==> src/rtl/ex_muldiv.sv <==
// Multi-cycle RV32M multiply/divide unit: shift-add multiply, restoring divide, start/done handshake.
// Optional MULDIV_FAST_MUL_EN: MUL* ops use a single-cycle combinational multiplier.
module ex_muldiv #(
    parameter int XLEN       = 32,
    parameter int REG_ADDR_W = 5
) (
    input  logic                  clk,
    input  logic                  rst_n,
    input  logic                  start_i,
    input  logic                  flush_i,
    input  logic [2:0]            op_i,
    input  logic [XLEN-1:0]       a_i,
    input  logic [XLEN-1:0]       b_i,
    input  logic [REG_ADDR_W-1:0] w_addr_i,
    output logic                  busy_o,
    output logic                  stall_req_o,
    output logic                  done_o,
    output logic                  w_enable_o,
    output logic [REG_ADDR_W-1:0] w_addr_o,
    output logic [XLEN-1:0]       result_o
);
    localparam int CW = $clog2(XLEN);

    typedef enum logic [1:0] {IDLE, CALC, DONE} state_t;

    state_t                  state_q, state_d;
    logic [2:0]              op_q;
    logic [REG_ADDR_W-1:0]   addr_q;
    logic [XLEN-1:0]         mag_b_q;
    logic [XLEN-1:0]         result_q;
    logic [2*XLEN-1:0]       acc_q;
    logic [2*XLEN-1:0]       acc_step;
    logic [CW-1:0]           cnt_q;
    logic                    neg_q;
    logic                    neg_rem_q;

    logic                    accept;
    logic                    a_sgn, b_sgn, a_neg, b_neg;
    logic [XLEN-1:0]         mag_a_in, mag_b_in;
    logic                    div_zero, ovf, take_short;
    logic [XLEN-1:0]         special_res, short_res;
    logic [XLEN:0]           mul_sum, rem_sh, diff;

    // Sign fixup and result select, shared by the iterative and single-cycle paths.
    // acc layout: multiply = {high, low} product; divide = {remainder, quotient}.
    function automatic logic [XLEN-1:0] fixup(input logic [2:0] op, input logic [2*XLEN-1:0] full,
                                              input logic neg, input logic neg_rem);
        logic [2*XLEN-1:0] p;
        logic [XLEN-1:0]   q, r;
        p = neg ? -full : full;
        q = neg ? -full[XLEN-1:0] : full[XLEN-1:0];
        r = neg_rem ? -full[2*XLEN-1:XLEN] : full[2*XLEN-1:XLEN];
        if (!op[2])
            fixup = (op[1:0] == 2'b00) ? p[XLEN-1:0] : p[2*XLEN-1:XLEN];
        else if (!op[1])
            fixup = q;
        else
            fixup = r;
    endfunction

    // start_i is a level request sampled only in IDLE; done_o pulses for one cycle in DONE,
    // and a request still held during DONE is ignored rather than retriggering.
    assign accept = (state_q == IDLE) && start_i && !flush_i;

    assign a_sgn    = (op_i == 3'b001) || (op_i == 3'b010) || (op_i == 3'b100) || (op_i == 3'b110);
    assign b_sgn    = (op_i == 3'b001) || (op_i == 3'b100) || (op_i == 3'b110);
    assign a_neg    = a_sgn && a_i[XLEN-1];
    assign b_neg    = b_sgn && b_i[XLEN-1];
    assign mag_a_in = a_neg ? -a_i : a_i;
    assign mag_b_in = b_neg ? -b_i : b_i;

    assign div_zero    = op_i[2] && (b_i == '0);
    assign ovf         = op_i[2] && !op_i[0] && (a_i == {1'b1, {(XLEN-1){1'b0}}}) && (&b_i);
    assign special_res = div_zero ? (op_i[1] ? a_i : '1) : (op_i[1] ? '0 : a_i);

`ifdef MULDIV_FAST_MUL_EN
    logic [2*XLEN-1:0] fast_prod;
    assign fast_prod  = {{XLEN{1'b0}}, mag_a_in} * {{XLEN{1'b0}}, mag_b_in};
    assign take_short = div_zero || ovf || !op_i[2];
    assign short_res  = op_i[2] ? special_res : fixup(op_i, fast_prod, a_neg ^ b_neg, a_neg);
`else
    assign take_short = div_zero || ovf;
    assign short_res  = special_res;
`endif

    // One iteration: multiply adds mag_b into the high half then shifts right;
    // divide shifts the next dividend bit into the remainder and subtracts if it fits.
    always_comb begin
        mul_sum  = {1'b0, acc_q[2*XLEN-1:XLEN]} + {1'b0, (acc_q[0] ? mag_b_q : {XLEN{1'b0}})};
        rem_sh   = {acc_q[2*XLEN-1:XLEN], acc_q[XLEN-1]};
        diff     = rem_sh - {1'b0, mag_b_q};
        acc_step = acc_q;
        if (!op_q[2])
            acc_step = {mul_sum, acc_q[XLEN-1:1]};
        else if (!diff[XLEN])
            acc_step = {diff[XLEN-1:0], acc_q[XLEN-2:0], 1'b1};
        else
            acc_step = {rem_sh[XLEN-1:0], acc_q[XLEN-2:0], 1'b0};
    end

    always_ff @(posedge clk or negedge rst_n) begin
        if (!rst_n)
            state_q <= IDLE;
        else
            state_q <= state_d;
    end

    always_comb begin
        state_d = state_q;
        case (state_q)
            IDLE:    if (accept) state_d = take_short ? DONE : CALC;
            CALC:    if (cnt_q == '0) state_d = DONE;
            DONE:    state_d = IDLE;
            default: state_d = IDLE;
        endcase
        if (flush_i)
            state_d = IDLE;
    end

    always_ff @(posedge clk or negedge rst_n) begin
        if (!rst_n) begin
            op_q      <= '0;
            addr_q    <= '0;
            mag_b_q   <= '0;
            result_q  <= '0;
            acc_q     <= '0;
            cnt_q     <= '0;
            neg_q     <= 1'b0;
            neg_rem_q <= 1'b0;
        end else if (accept) begin
            op_q      <= op_i;
            addr_q    <= w_addr_i;
            mag_b_q   <= mag_b_in;
            acc_q     <= {{XLEN{1'b0}}, mag_a_in};
            cnt_q     <= CW'(XLEN - 1);
            neg_q     <= a_neg ^ b_neg;
            neg_rem_q <= a_neg;
            if (take_short)
                result_q <= short_res;
        end else if (state_q == CALC && !flush_i) begin
            acc_q <= acc_step;
            cnt_q <= cnt_q - CW'(1);
            if (cnt_q == '0)
                result_q <= fixup(op_q, acc_step, neg_q, neg_rem_q);
        end
    end

    assign busy_o      = (state_q != IDLE);
    assign done_o      = (state_q == DONE);
    assign w_enable_o  = done_o;
    assign stall_req_o = ((state_q == IDLE) && start_i) || (state_q == CALC);
    assign w_addr_o    = addr_q;
    assign result_o    = result_q;
endmodule

==> config.mk <==
export PLATFORM = sky130hd
export DESIGN_NAME = ex_muldiv
export DESIGN_NICKNAME = d
export VERILOG_FILES = /design/src/rtl/ex_muldiv.sv
export SDC_FILE = /design/constraint.sdc
export NUM_CORES = 1
export LEC_CHECK = 0
export CAP_MARGIN = 20
export CORE_MARGIN = 3
export CORE_UTILIZATION = 60
export DETAILED_ROUTE_END_ITERATION = 8
export GPL_ROUTABILITY_DRIVEN = 1
export PLACE_DENSITY_LB_ADDON = 0.25
export RECOVER_POWER = 100
export SYNTH_ARGS = -nofsm -noshare
export SYNTH_HDL_FRONTEND = slang
export SYNTH_SLANG_ARGS = --single-unit
==> constraint.sdc <==
create_clock -name clk -period 9.8 [get_ports clk]
set_clock_uncertainty 0.1 [all_clocks]
set_input_delay 0.98 -clock clk [delete_from_list [all_inputs] [get_ports clk]]
set_output_delay 0.98 -clock clk [all_outputs]
set_load 0.01 [all_outputs]
**Word level (Yosys, flattened, before mapping)**

Index checks and enable logic that the tools add are counted.

- Register bits: 145
- Input port bits: 76
- Output and inout bits: 41
- Word-level logic and storage cells: 83

- Add/subtract/negate cells: 8
- Equal/unequal tests: 10
- Multiplexer cells: 27
- Bitwise logic cells: 1
- Reduce and logical (&&, ||, !) cells: 28

Operator list:

| cell | number |
|---|---|
| 32-bit 2-to-1 mux | 15 |
| 64-bit 2-to-1 mux | 5 |
| 32-bit negator | 4 |
| 64-bit negator | 1 |
| 32-bit by 32-bit adder with 33-bit output | 1 |
| 33-bit by 32-bit subtractor with 33-bit output | 1 |
| 32-bit == test (second input constant) | 1 |
| 32-bit logical NOT | 1 |
| 32-bit AND reduction | 1 |
| 5-bit 2-to-1 mux | 2 |
| 1-bit logical AND | 9 |
| 2-bit 2-to-1 mux | 4 |
| 1-bit logical OR | 7 |
| 3-bit == test (second input constant) | 2 |
| 3-bit inequality test (second input constant) | 2 |
| 2-bit nonzero test | 3 |
| 5-bit logical NOT | 1 |
| 5-bit by 1-bit subtractor with 5-bit output (second input constant) | 1 |
| 2-bit logical NOT | 2 |
| 2-bit case mux with 2 select lines | 1 |
| 3-bit by 1-bit == test with 1-bit output (second input constant) | 1 |
| 3-bit by 2-bit == test with 1-bit output (second input constant) | 1 |
| 3-bit AND reduction | 1 |
| 2-bit by 1-bit == test with 1-bit output (second input constant) | 1 |
| other kinds (5) | 6 |

**Depth between registers and ports, before layout**

- Depth in word-level cells: 10
- Gate-level depth with buffers: 29
- Gate-level depth less buffers: 24

**Worst setup path before layout**

Ideal clock, no wire load.

- Path type: register to register
- Start point: reg acc_q[31]
- End point: reg result_q[30] (netlist: result_o[30])
- Library setup time: 122 ps
- Arrival: 5889 ps
- Data required time: 9578 ps
- Path slack: 3689 ps
- Cell stages (with the launch flop): 29
- Path buffers: 5
- Clock period less this slack: 6111 ps
- Cells stage by stage: dfrtp_1 > inv_1 > ha_1 > fa_1 > nand2b_1 > a21oi_1 > o21ai_0 > a211o_1 > o211ai_1 > buf_2 > buf_1 > buf_1 > clkbuf_1 > o211ai_1 > o21ai_0 > ha_1 > inv_1 > nor3_1 > o21bai_1 > mux2_2 > o211ai_1 > or3b_2 > or2_2 > clkbuf_1 > nor3_1 > a41oi_1 > xnor2_1 > a21oi_1 > nor3_1

- Word-level cells in the longest chain between the ends: 10
- Elaborated cells between the ends (all ways): 15
- Those cells by class: add/sub (4); mux (11)

Ends and longest elaborated chain:

| item | line | source |
|---|---|---|
| start: declaration | 31 | `logic [2*XLEN-1:0] acc_q;` |
| start signal: assignment | 134 | `acc_q <= {{XLEN{1'b0}}, mag_a_in};` |
| start signal: assignment | 141 | `acc_q <= acc_step;` |
| 33-bit by 32-bit subtractor with 33-bit output | 91 | `diff = rem_sh - {1'b0, mag_b_q};` |
| 64-bit 2-to-1 mux | 95 | `else if (!diff[XLEN])` |
| 64-bit 2-to-1 mux (*) | 93 | `if (!op_q[2])` |
| 64-bit negator (tied with other cells) | 50 | `p = neg ? -full : full;` |
| 64-bit 2-to-1 mux (tied with other cells) | 50 |  |
| 32-bit 2-to-1 mux, on equally long branches | 54, 55 |  |
| 32-bit 2-to-1 mux (*) | 53 | `if (!op[2])` |
| 32-bit 2-to-1 mux (*) | 143 | `if (cnt_q == '0)` |
| 32-bit 2-to-1 mux (*) | 140 | `end else if (state_q == CALC && !flush_i) begin` |
| 32-bit 2-to-1 mux (*) | 130 | `end else if (accept) begin` |
| end signal: assignment | 139 | `result_q <= short_res;` |
| end signal: assignment | 144 | `result_q <= fixup(op_q, acc_step, neg_q, neg_rem_q);` |
| end: declaration | 30 | `logic [XLEN-1:0] result_q;` |

Every way passes the cells marked *; elsewhere a longest branch is shown, timed or not. The select of a mux whose other input is x is not followed.
A chain may end at the register's enable or synchronous reset.

**Worst setup path after layout**

- Start point: reg acc_q[31]
- End point: reg result_q[27] (netlist: result_o[27])

The elaborated chain is that of the path after synthesis.

==> impl_metrics.tcl <==
set metrics [dict create \
    status "complete, but fails checks" \
    violations "max-capacitance violations, max-slew violations" \
    synth_edf_count 0 \
    grt_util_met3 0.09498 \
    tightestPinTransition_ns 5.030 \
    holdBufCountCts 0 \
    avgSynthCellArea_sq_um 7.350 \
    timing.rr.start "acc_q[31]$_DFFE_PN0P_" \
    worst_setup_path_end_kind "register" \
    drt_iter0_drc 2713 \
    htreeDepth 4 \
    ys_types 86 \
    drc 0 \
    finalPower_uw 5171 \
    cts_max_path_buffers 2 \
    leakage_uw 0.007242 \
    cts_tree "done" \
    cts_root_buffer "clkbuf_16" \
    crit_top_cell "a21oi_1" \
    min_from "w_addr_o[0]$_DFFE_PN0P_" \
    critPathRequiredTime_ns 10.04 \
    utilization 0.6914 \
    ctsResizeCount 0 \
    r2r_setup_slack_ns 2.81 \
    syn_area_sq_um 15330 \
    ys.flop_type "dfrtp_1" \
    antenna_found_initial 2 \
    cp_num_buf_inv 1 \
    intPower_uw 2368 \
    synthAdderAreaFrac 0.06055 \
    crit_path_start_kind "register" \
    worst_hold_slack_ns 0.3833 \
    wl_per_cell_um 23.28 \
    post_cts_buffers 0 \
    rsz0062_at_grt "false" \
    drv_cap 6 \
    synth_top_family_by_area "compound AO/OA/AOI/OAI gates" \
    synth-xor-area-share 0.1074 \
    reg2regPathDepth 17 \
    final_max_slew_viol_count 346 \
    wl_um 57020 \
    clkPwrFrac 0.139 \
    finalCritPeriodShare 0.7129 \
    syn_inst 2086 \
    fmax_mhz 143.1 \
    ir_drop_v 0.0001793 \
    core_area_sq_um 24750 \
    hold_viol_final 0 \
    firstDrtPassIters 6 \
    diodes 0 \
    use_met2 0.5835 \
    worstPathMaxFanout 25 \
    setup_tns_ns 0 \
    min_to "w_addr_o[0]$_DFFE_PN0P_" \
    post-dp-hpwl_um 42240 \
    cts_sinks 145 \
    ios 117 \
    clkTransAtPathRegs_ns 0.08 \
    die_w_um 165.9 \
    drtAntennaViolNets 0 \
    critical_path_class "reg -> reg" \
    area_growth_pct 11.60 \
    synth-simple-area-share 0.2345 \
    setup_viol 0 \
    r2r_end "result_o[27]$_DFFE_PN0P_" \
    io_buffers 116 \
    grt_remaining_overflow 0 \
    num-nets-final 2261 \
    slew_headroom -2.353 \
    vias 16950 \
    start_util 0.6195 \
    p_switching_uw 2803 \
    ys_seq_elements 145 \
    vias_per_cell 6.919 \
    power.density_nw_per_um2 302.2 \
    crit_family "compound AO/OA/AOI/OAI gates" \
    syn-num-nets 2235 \
    grt_usage 0.3969 \
    cts_buffers 17 \
    p_sw_frac 0.5421 \
    dpl.cell_count 2417 \
    row_count 57 \
    hold_depth 2 \
    max_stage_delay_ns 0.88 \
    synth_compound_area_frac 0.2742 \
    die_h_um 165.9 \
    cp_slowest_cell "o211a_1" \
    async_flop_share 1.000 \
    dieArea_sq_um 27510 \
    grt_pass1_wl_um 88050 \
    pwr-share-seq 0.190 \
    drive_gt1_frac 0.04094 \
    yosysWarnings 0 \
    place_congestion 1.044 \
    layout_min_cycle_time_ns 6.987 \
    worstPathCellList "inv_1 -> ha_1 -> fa_1 -> nand2b_1 -> a21oi_1 -> o21ai_0 -> a211oi_1 -> o211a_1 -> mux2_1 -> a21oi_1 -> or4b_1 -> or3_1 -> or4_1 -> a32o_1 -> mux2i_1 -> o2111ai_1 -> o22a_1" \
    synth.area.mux_share 0.03574 \
    arrival_ns 7.23 \
    fin_cells 2449 \
    grt_pass1_vias 15260 \
    met1_usage 0.5695 \
    pwr-share-comb 0.670 \
    grt_max_degree 81 \
    holdCritPathClass "reg -> reg" \
    grt-busiest-layer "met2" \
    worstSkewPairLatency_ns 0.45 \
    yosysSeqAreaShare 0.2367 \
]
[cell type report]
type / instances / area, sq um
timing repair buffer: 139 / 1297
sequential: 145 / 3632
tap: 324 / 405.4
fill: 2157 / 7637
clock inverter: 15 / 190.2
inverter: 67 / 251.5
clock buffer: 17 / 425.4
multi-input combinational: 1742 / 10910
[power by group through the flow]
stage / Clock, uW / Sequential (uW) / Combinational, uW
2_1_floorplan: 0 / 872 / 2490
3_3_place_gp: 0 / 973 / 3320
3_5_place_dp: 0 / 980 / 3370
4_1_cts: 716 / 972 / 3390
5_1_grt: 744 / 999 / 3720
6_report: 721 / 985 / 3470
[logic make-up (layout without fill, tap and decap cells)]
kind of cell | count (synthesis) | in the layout
and+or+nand+nor | 765 | 765
AOI/OAI and AO/OA | 664 | 664
buffers and inverters | 199 | 238
xor gates and xnor gates | 188 | 188
DFF | 145 | 145
adders and majority gates | 73 | 73
muxes | 52 | 52
[flip-flops by register name, summed over array words and instances, names as in the netlist]
name and count:
acc_q 64, mag_b_q 32, result_o 32, cnt_q 5, w_addr_o 5, op_q 3
state_q 2, neg_q 1, neg_rem_q 1
[synthesized netlist by cell type (36+ instances only)]
| master | number | area share |
|---|---|---|
| a21oi_1 | 162 | 0.053 |
| nor3_1 | 52 | 0.017 |
| ha_1 | 71 | 0.058 |
| and2_1 | 39 | 0.016 |
| xnor2_1 | 108 | 0.062 |
| xor2_1 | 80 | 0.046 |
| mux2i_1 | 36 | 0.024 |
| o21ai_0 | 200 | 0.065 |
| inv_1 | 67 | 0.016 |
| nand2_1 | 289 | 0.071 |
| clkbuf_1 | 100 | 0.024 |
| nor2_1 | 184 | 0.045 |
| dfrtp_1 | 145 | 0.24 |
[worst max-delay path by stage]
stage	start	to	cells past startpoint
global placement	acc_q[31]$_DFFE_PN0P_	result_o[18]$_DFFE_PN0P_	22
global route	acc_q[31]$_DFFE_PN0P_	result_o[13]$_DFFE_PN0P_	17
finish	acc_q[31]$_DFFE_PN0P_	result_o[27]$_DFFE_PN0P_	17
floorplan	acc_q[31]$_DFFE_PN0P_	result_o[30]$_DFFE_PN0P_	28
CTS	acc_q[31]$_DFFE_PN0P_	result_o[30]$_DFFE_PN0P_	24
detailed placement	acc_q[31]$_DFFE_PN0P_	result_o[30]$_DFFE_PN0P_	24
[metrics by stage]
step	setup WS, ns	area [sq um]
CTS	3.301	17200
global route	2.530	17110
global placement	3.581	16580
detailed placement	3.348	16580
finish	2.813	17110
floorplan	3.689	15330
[per-layer routing]
layer / wire length, um / part of all wire
met5: 13 / 0.00023
met1: 23250 / 0.41
met3: 7267 / 0.13
met2: 23900 / 0.42
met4: 2595 / 0.046
[cells in the final DEF (no fill, tap or decap), drive strengths merged, types with 17 or more instances in the layout]
master | netlist | layout
a21o | 33 | 33
ha | 71 | 71
clkdlybuf4s50 | 0 | 70
and3 | 17 | 17
nor3 | 52 | 52
and2 | 39 | 39
xnor2 | 108 | 108
xor2 | 80 | 80
or3 | 29 | 29
dfrtp | 145 | 145
clkbuf | 102 | 26
a31oi | 35 | 35
dlygate4sd3 | 0 | 45
o21ai | 208 | 208
mux2i | 36 | 36
nor2 | 184 | 184
nand2 | 289 | 289
nand4 | 27 | 27
a21oi | 164 | 164
inv | 67 | 77
o211ai | 17 | 17
o221ai | 30 | 30
nand3 | 31 | 31
a211oi | 18 | 18
nand2b | 21 | 21
[worst reg2reg max path, stage by stage, from the launching register on]
cell	delay [ns]
dfrtp_1	0.42
inv_1	0.10
ha_1	0.21
fa_1	0.41
nand2b_1	0.21
a21oi_1	0.29
o21ai_0	0.36
a211oi_1	0.37
o211a_1	0.88
mux2_1	0.41
a21oi_1	0.57
or4b_1	0.64
or3_1	0.51
or4_1	0.56
a32o_1	0.31
mux2i_1	0.14
o2111ai_1	0.15
o22a_1	0.27
Power figures use the tool's default switching activity.
